File: src/rtl/cp0_unit.sv
`default_nettype none
// ============================================================================
// Module   : cp0_unit
// Purpose  : Coprocessor-0 for the single-cycle MIPS core: Status/Cause/EPC,
//            Count/Compare timer, interrupt synchronisers, mfc0/mtc0/eret.
// Revision : 1.0 - initial release
// ============================================================================
module cp0_unit #(
    parameter logic [31:0] EXC_VECTOR  = 32'h0000_4180,
    parameter int          SYNC_STAGES = 2
) (
    input  logic        i_clk,
    input  logic        i_rst_n,
    input  logic        i_valid,
    input  logic [31:0] i_pc,
    input  logic        i_mtc0,
    input  logic        i_mfc0,
    input  logic        i_eret,
    input  logic [4:0]  i_sel,
    input  logic [31:0] i_wdata,
    input  logic [5:0]  i_hw_int,
    output logic [31:0] o_rdata,
    output logic        o_exc_take,
    output logic [31:0] o_exc_pc,
    output logic        o_eret_take,
    output logic        o_exl
);

    localparam logic [4:0] C_SEL_COUNT   = 5'd9;
    localparam logic [4:0] C_SEL_COMPARE = 5'd11;
    localparam logic [4:0] C_SEL_STATUS  = 5'd12;
    localparam logic [4:0] C_SEL_CAUSE   = 5'd13;
    localparam logic [4:0] C_SEL_EPC     = 5'd14;
    localparam int         C_SYNC_W      = SYNC_STAGES * 6;

    // Synchroniser chain: stage 0 in the low 6 bits, oldest stage on top.
    logic [C_SYNC_W-1:0] r_sync;
    logic [5:0]          w_sync_out;

    logic [7:0]  r_status_im;
    logic        r_status_exl;
    logic        r_status_ie;
    logic        r_cause_ti;
    logic [5:0]  r_cause_ip_hw;
    logic [1:0]  r_cause_ip_sw;
    logic [4:0]  r_cause_exccode;
    logic [31:0] r_epc;
    logic [31:0] r_count;
    logic [31:0] r_compare;

    logic        w_pending;
    logic        w_take;
    logic        w_eret_take;
    logic        w_wr;
    logic        w_ti_next;
    logic [31:0] w_status;
    logic [31:0] w_cause;

    assign w_sync_out = r_sync[C_SYNC_W-1 -: 6];

    assign w_pending   = |({r_cause_ip_hw, r_cause_ip_sw} & r_status_im);
    assign w_take      = i_valid & r_status_ie & ~r_status_exl & w_pending;
    assign w_eret_take = i_valid & i_eret & ~w_take;
    // eret outranks mtc0 when the decoder raises both.
    assign w_wr        = i_valid & i_mtc0 & ~w_take & ~i_eret;

    always_comb begin
        w_ti_next = r_cause_ti;
        if ((r_count == r_compare) && (r_compare != 32'd0)) begin
            w_ti_next = 1'b1;
        end
        if (w_wr && (i_sel == C_SEL_COMPARE)) begin
            w_ti_next = 1'b0;
        end
    end

    assign w_status = {16'd0, r_status_im, 6'd0, r_status_exl, r_status_ie};
    assign w_cause  = {1'b0, r_cause_ti, 14'd0, r_cause_ip_hw, r_cause_ip_sw,
                       1'b0, r_cause_exccode, 2'b00};

    always_comb begin
        o_rdata = 32'd0;
        if (i_mfc0 && i_valid) begin
            case (i_sel)
                C_SEL_COUNT:   o_rdata = r_count;
                C_SEL_COMPARE: o_rdata = r_compare;
                C_SEL_STATUS:  o_rdata = w_status;
                C_SEL_CAUSE:   o_rdata = w_cause;
                C_SEL_EPC:     o_rdata = r_epc;
                default:       o_rdata = 32'd0;
            endcase
        end
    end

    assign o_exc_take  = w_take;
    assign o_eret_take = w_eret_take;
    assign o_exc_pc    = w_take ? EXC_VECTOR : r_epc;
    assign o_exl       = r_status_exl;

    always_ff @(posedge i_clk) begin
        if (!i_rst_n) begin
            r_sync <= '0;
        end else begin
            r_sync <= {r_sync[C_SYNC_W-7:0], i_hw_int};
        end
    end

    always_ff @(posedge i_clk) begin
        if (!i_rst_n) begin
            r_status_im     <= 8'd0;
            r_status_exl    <= 1'b0;
            r_status_ie     <= 1'b0;
            r_cause_ti      <= 1'b0;
            r_cause_ip_hw   <= 6'd0;
            r_cause_ip_sw   <= 2'd0;
            r_cause_exccode <= 5'd0;
            r_epc           <= 32'd0;
            r_count         <= 32'd0;
            r_compare       <= 32'd0;
        end else begin
            r_cause_ti    <= w_ti_next;
            // Timer interrupt shares line 5 with the last hardware pin.
            r_cause_ip_hw <= {w_sync_out[5] | w_ti_next, w_sync_out[4:0]};
            r_count       <= (w_wr && (i_sel == C_SEL_COUNT)) ? i_wdata
                                                              : r_count + 32'd1;
            if (w_take) begin
                r_epc           <= i_pc;
                r_status_exl    <= 1'b1;
                r_cause_exccode <= 5'd0;
            end else if (w_eret_take) begin
                r_status_exl <= 1'b0;
            end else if (w_wr) begin
                case (i_sel)
                    C_SEL_COMPARE: r_compare <= i_wdata;
                    C_SEL_STATUS: begin
                        r_status_im  <= i_wdata[15:8];
                        r_status_exl <= i_wdata[1];
                        r_status_ie  <= i_wdata[0];
                    end
                    C_SEL_CAUSE:   r_cause_ip_sw <= i_wdata[9:8];
                    C_SEL_EPC:     r_epc <= i_wdata;
                    default:       ;
                endcase
            end
        end
    end

endmodule
`default_nettype wire

File: config.mk
export PLATFORM = sky130hd
export DESIGN_NAME = cp0_unit
export DESIGN_NICKNAME = d
export VERILOG_FILES = /design/src/rtl/cp0_unit.sv
export SDC_FILE = /design/constraint.sdc
export NUM_CORES = 1
export LEC_CHECK = 0
export CAP_MARGIN = 20
export CELL_PAD_IN_SITES_DETAIL_PLACEMENT = 1
export CELL_PAD_IN_SITES_GLOBAL_PLACEMENT = 1
export CORE_ASPECT_RATIO = 1.1
export CORE_MARGIN = 3
export CORE_UTILIZATION = 35
export CTS_CLUSTER_SIZE = 20
export DETAILED_ROUTE_END_ITERATION = 8
export MAX_ROUTING_LAYER = met4
export PLACE_DENSITY = 0.83
export REMOVE_ABC_BUFFERS = 1
export SETUP_SLACK_MARGIN = 0.2
export SLEW_MARGIN = 20
export SYNTH_ARGS = -nofsm -noshare
export SYNTH_HDL_FRONTEND = slang
export SYNTH_SLANG_ARGS = --single-unit
File: constraint.sdc
create_clock -name i_clk -period 2.2 [get_ports i_clk]
set_clock_uncertainty 0.1 [all_clocks]
set_input_delay 0.44 -clock i_clk [delete_from_list [all_inputs] [get_ports i_clk]]
set_output_delay 0.44 -clock i_clk [all_outputs]
set_load 0.005 [all_outputs]
==> results of run 1 <==
placed cells by master (no fill, tap or decap), types with 12 or more instances in the layout:
| master | count |
|---|---|
| and2_4 | 24 |
| buf_4 | 45 |
| xnor2_1 | 41 |
| buf_12 | 38 |
| a211oi_1 | 16 |
| nor2_2 | 12 |
| buf_16 | 21 |
| clkbuf_16 | 24 |
| nor2_1 | 88 |
| a21oi_2 | 36 |
| nand4_1 | 18 |
| xor2_1 | 17 |
| mux2i_1 | 90 |
| and2_1 | 25 |
| a211oi_2 | 27 |
| mux2i_2 | 13 |
| o21ai_4 | 13 |
| nand2_1 | 17 |
| clkdlybuf4s50_1 | 73 |
| buf_2 | 40 |
| nor2_4 | 55 |
| dfxtp_1 | 119 |
| buf_6 | 82 |
where the power goes:
part | total, mW | switching (mW) | internal (mW)
clock | 3.00 | 1.23 | 1.77
sequential | 2.35 | 0.0274 | 2.32
combinational | 0.636 | 0.330 | 0.307
worst paths after layout:
check	from	end	slack, ns	cells after the start
max	r_cause_ip_hw[3]	r_status_im[0]	-0.57	12
min	r_sync[10]	r_cause_ip_hw[4]	0.34	1
max reg2reg	r_cause_ip_hw[3]	r_status_im[0]	-0.57	12
min reg2reg	r_sync[10]	r_cause_ip_hw[4]	0.34	1
worst max-delay path, cell delays in order (launching register included):
cell and delay [ns]:
dfxtp_1 0.37, a22oi_2 0.23, nand4_1 0.25, buf_4 0.22, buf_6 0.11, buf_6 0.11, buf_6 0.10, buf_6 0.10
buf_6 0.10, a211oi_4 0.26, buf_6 0.23, mux2i_1 0.31, nor2_1 0.12
cell families after synthesis:
group                      share of synthesized area
AOI/OAI and AO/OA                              0.131
xor gates and xnor gates                      0.0738
adders and majority gates                    0.00182
buffers and inverters                         0.0460
DFF                                            0.369
muxes                                          0.169
and+or+nand+nor                                0.209
layout make-up:
| cell class | count | area share |
|---|---|---|
| multi-input cells | 604 | 0.419 |
| clock inverters | 6 | 0.00654 |
| inverters | 7 | 0.00228 |
| repair buffers | 319 | 0.306 |
| diodes | 1 | 0.000198 |
| well taps | 247 | 0.0245 |
| flip-flops and latches | 127 | 0.202 |
| clock buffers | 24 | 0.0389 |
repair_timing:
action / in CTS / in global routing
pin swaps: 92 / 61
hold buffers: 0 / 0
endpoints found under the setup margin: 173 / 177
gates resized for setup: 511 / 224
setup buffers: 49 / 29
gates cloned: 21 / 8
state kept, by name, summed over array words and instances (netlist names):
| signal | flops |
|---|---|
| o_exl | 1 |
| r_cause_ip_hw | 6 |
| r_cause_ip_sw | 2 |
| r_cause_ti | 1 |
| r_compare | 32 |
| r_count | 32 |
| r_epc | 32 |
| r_status_ie | 1 |
| r_status_im | 8 |
| r_sync | 12 |
routing by layer:
layer,global-route usage,routed length [microns],up-vias,part of all wire
met1,0.370,16200,4186,0.36
met5,-,0,-,0
met4,0.152,3080,0,0.069
met2,0.571,21600,606,0.49
met3,0.0751,3600,234,0.081
li1,-,-,3385,-
metrics by stage:
| stage | setup WS (ns) | utilization | TNS (ns) |
|---|---|---|---|
| after floorplan | -1.70 | - | -154.18 |
| after global placement | -0.867 | 0.470 | -88.96 |
| after detailed placement | -0.901 | 0.470 | -94.20 |
| after CTS | -0.374 | 0.593 | -19.43 |
| after global routing | -0.624 | 0.657 | -66.14 |
| final | -0.573 | 0.657 | -57.23 |
==> flow_summary.ini, run 1 <==
[layout]
multi_input_comb_area_sq_um = 5290
postLayoutCellArea_sq_um = 12600
filler_cell_count = 1951
final_layout_net_count = 1158
seqCellArea_sq_um = 2550
p_r_area_growth_vs_syn_pct = 83.4
post_route_cells_drive_above_1_share = 0.473
post_layout_nonfiller_instances = 1335

[synthesis]
ys_seq_elements = 127
ys_dominant_reg_cell = dfxtp_1
netlist.top_cell.by_area = dfxtp_1
avgSynthCellArea_sq_um = 8.61
synth_edf_count = 0
ys_seq_area_frac = 0.369
syn-cell-area_sq_um = 6880
synth.distinct_cells = 48
ys_async_sr_fraction = 0
synth_most_common_cell = nor2_1
post_synth_main_area_contributors = dfxtp_1 (37%), mux2i_1 (16%), nor2_1 (8.5%), xnor2_1 (5.2%), a211oi_1 (5.0%)
synth-warning-count = 0
synthCells = 799
yosys.area.top_type_share = 0.369
netlist_top_cells_count = nor2_1 (155), dfxtp_1 (127), mux2i_1 (107)

[sta]
period_minus_slack_ns = 2.77
layout_setup_ws_ns = -0.573
final-hold-violation-count = 0
slew-limit-headroom = 0.537
post-route-period-util = 1.26
timing.final.setup_violations = 175
tightestPinTransition_ns = 0.688
timing.fmax_mhz = 361
grt_setup_unrepaired = true
slew_viol_final = 0
finalHoldWorstSlack_ns = 0.338

[routing]
viasPerCell = 6.30
initialDrtViolationCount = 740
wl_per_cell_microns = 33.3
route.vias.total = 8411
postRouteAntennaNets = 0
drc = 0
total_wirelength_microns = 44500
drt_first_pass_iters = 7

[clock_network]
clk_pin_slew_worst_paths_ns = 0.06
cts_max_level = 4
clkSinkCount = 127
cts_tree = done
cts_buffers = 17
clk_path_buf_depth = 2
cts_root_buffer = clkbuf_16
worstSkewPairLatency_ns = 0.45

[outcome]
run_status = finished, violations left
failed_checks = setup timing

[global_routing]
grt_pass1_vias = 8394
pin_count_of_the_biggest_net_entering_global_routing = 55
grt_antenna_before_repair = 1
globalRoute.totalOverflow = 0
grt_util_all_layers = 0.334
grt_pass1_wl_microns = 53600

[floorplan]
io-pin-count = 148
die_height_microns = 153
placement_rows = 53
effective_utilization_at_floorplan = 0.358
dieArea_sq_um = 21400
floorplan.core_area_sq_um = 19200
die_width_microns = 140

[critical_path]
start_kind = flip-flop
crit_type = reg2reg
crit_path_max_fanout = 8
end_kind = flip-flop
cp_data_required_time_ns = 2.41
worst_ep_arrival_time_ns = 2.99

[power]
cellLeakagePower_nw = 4.68
power_mw = 5.98
power_per_cell_area_nw_per_um2 = 474
max-vdd-ir-drop_v = 0.000533

[min_path]
worstHoldPathType = reg2reg

[placed_design]
placedCellCount = 1197
post_dp_cell_area_sq_um = 9050
buffer_ports.inserted = 147
place.detailed.hpwl_microns = 16300
weighted_congestion_reported_at_the_end_of_routability_driven_placement = 0.935

[run]
timing.max_cap.violations = 0
Power figures use the tool's default switching activity.
==> inputs of run 2 (changes only) <==
--- a/config.mk
+++ b/config.mk
@@ -14,7 +14,7 @@
 export CTS_CLUSTER_SIZE = 20
 export DETAILED_ROUTE_END_ITERATION = 8
 export MAX_ROUTING_LAYER = met4
-export PLACE_DENSITY = 0.83
+export PLACE_DENSITY = 0.82
 export REMOVE_ABC_BUFFERS = 1
 export SETUP_SLACK_MARGIN = 0.2
 export SLEW_MARGIN = 20
==> flow_summary.ini, run 2 (synthesized netlist as in run 1, its figures left out) <==
[routing]
top_signal_layer_used = met4
drt-met1-wl_microns = 15200
postRouteAntennaNets = 0
met2_wirelength_microns = 20700
viasPerCell = 6.27
drc = 0
route.vias.total = 8397
dr_wl_met3_microns = 3360
drt_first_pass_iters = 7
total_wirelength_microns = 42300
wl_per_cell_microns = 31.6
initialDrtViolationCount = 707

[critical_path]
cp_data_required_time_ns = 1.66
start_kind = flip-flop
end_kind = output port
worst_ep_arrival_time_ns = 2.07
crit_type = reg2out
crit_path_max_fanout = 7

[sta]
slew-limit-headroom = 0.646
post-route-period-util = 1.19
layout_setup_ws_ns = -0.409
period_minus_slack_ns = 2.61
timing.fmax_mhz = 383
tightestPinTransition_ns = 0.526
timing.final.setup_violations = 143
grt_setup_unrepaired = true
final-hold-violation-count = 0
finalHoldWorstSlack_ns = 0.340
slew_viol_final = 0

[layout]
largest_registers = r_compare (32), r_count (32), r_epc (32)
layout.cells.most_common = dfxtp_1
post_route_cells_drive_above_1_share = 0.482
n_antenna_cell = 0
fin_util = 0.651
mostFrequentLayoutCells = dfxtp_1 (122), mux2i_1 (84), buf_6 (79), nor2_1 (76), clkdlybuf4s50_1 (74)
final_layout_net_count = 1162
filler_cell_count = 1950
p_r_area_growth_vs_syn_pct = 81.9

[floorplan]
die_height_microns = 153
floorplan.core_area_sq_um = 19200
effective_utilization_at_floorplan = 0.358
die_width_microns = 140
io-pin-count = 148
dieArea_sq_um = 21400
placement_rows = 53

[global_routing]
grt_util_all_layers = 0.312
grt_pass1_vias = 8237
grt_pass1_wl_microns = 50200
globalRoute.totalOverflow = 0
pin_count_of_the_biggest_net_entering_global_routing = 45
grt_antenna_before_repair = 0

[power]
cellLeakagePower_nw = 4.59
power_per_cell_area_nw_per_um2 = 484
power.switching_mw = 1.57
power_mw = 6.06
swShare = 0.258
intPower_mw = 4.50
clockPowerShare = 0.508
pwr-share-comb = 0.104
max-vdd-ir-drop_v = 0.000509
share_seq_of_total_power = 0.388

[clock_network]
clk_path_buf_depth = 2
cts_buffers = 17
cts_root_buffer = clkbuf_16
cts_max_level = 4
cts_tree = done
clk_pin_slew_worst_paths_ns = 0.06
clkSinkCount = 127
worstSkewPairLatency_ns = 0.44
post_cts_hold_buffer_count = 0

[run]
timing.max_cap.violations = 0

[outcome]
failed_checks = setup timing
run_status = finished, violations left

[placed_design]
buffer_ports.inserted = 147
place.detailed.hpwl_microns = 17300
weighted_congestion_reported_at_the_end_of_routability_driven_placement = 0.871

[min_path]
worstHoldPathType = reg2reg
-- run 2: final timing paths --
check,startpoint,to,slack (ns),cells after the start
setup reg to reg,r_count[7],r_count[30],-0.40,6
hold / removal,r_sync[9],r_cause_ip_hw[3],0.34,1
setup / recovery,r_status_im[0],o_exc_pc[25],-0.41,9
hold reg to reg,r_sync[9],r_cause_ip_hw[3],0.34,1
-- run 2: what timing repair did --
| item | 4_1_cts | 5_1_grt |
|---|---|---|
| gates cloned | 12 | 13 |
| endpoints found under the hold margin | 0 | 0 |
| pin swaps | 51 | 64 |
| buffers inserted | 43 | 27 |
| resized for setup | 490 | 249 |
| setup endpoints to repair | 154 | 174 |
-- run 2: through the flow --
step           worst slack, ns  cell area [sq um]  cells  setup TNS, ns
3_3_place_gp            -0.964               9200   1213         -82.57
3_5_place_dp             -1.08               9200   1213         -97.30
2_1_floorplan            -1.70               6590    738        -154.18
4_1_cts                 -0.368              11000   1300         -14.68
6_report                -0.409              12500   1340         -32.23
5_1_grt                 -0.503              12500   1340         -41.73
-- run 2: cell type report --
| class | count | area [sq um] | area share |
|---|---|---|---|
| repair buffers | 323 | 3670 | 0.293 |
| clock buffers | 21 | 470 | 0.0376 |
| clock inverters | 11 | 138 | 0.0110 |
| well taps | 247 | 309 | 0.0247 |
| flip-flops and latches | 127 | 2550 | 0.204 |
| inverters | 7 | 26.3 | 0.00210 |
| multi-input cells | 604 | 5370 | 0.428 |
-- run 2: worst max-delay path, stage by stage, from the launching register on --
cell and delay, ns:
dfxtp_2 0.34, a22oi_2 0.24, nand4_1 0.20, nand2_4 0.15
buf_6 0.12, buf_12 0.11, buf_16 0.12, buf_8 0.12
and2_4 0.14, buf_6 0.08
-- run 2: routing by layer --
layer,vias to the layer above,global-route usage
li1,3392,-
met1,4154,0.349
met2,595,0.542
met3,256,0.0638
met4,0,0.126
met5,-,-
-- run 2: power by group through the flow --
stage	sequential, mW	combinational (mW)	clock (mW)
2_1_floorplan	2.39	0.116	0
5_1_grt	2.35	0.647	3.19
6_report	2.35	0.631	3.08
3_3_place_gp	2.39	0.420	0
4_1_cts	2.35	0.507	2.96
3_5_place_dp	2.40	0.430	0
==> inputs of run 3 (changes only) <==
--- a/config.mk
+++ b/config.mk
@@ -5,7 +5,6 @@
 export SDC_FILE = /design/constraint.sdc
 export NUM_CORES = 1
 export LEC_CHECK = 0
-export CAP_MARGIN = 20
 export CELL_PAD_IN_SITES_DETAIL_PLACEMENT = 1
 export CELL_PAD_IN_SITES_GLOBAL_PLACEMENT = 1
 export CORE_ASPECT_RATIO = 1.1
==> results of run 3 <==
Same layout as run 2: the final DEF is identical, and so are final timing and power.
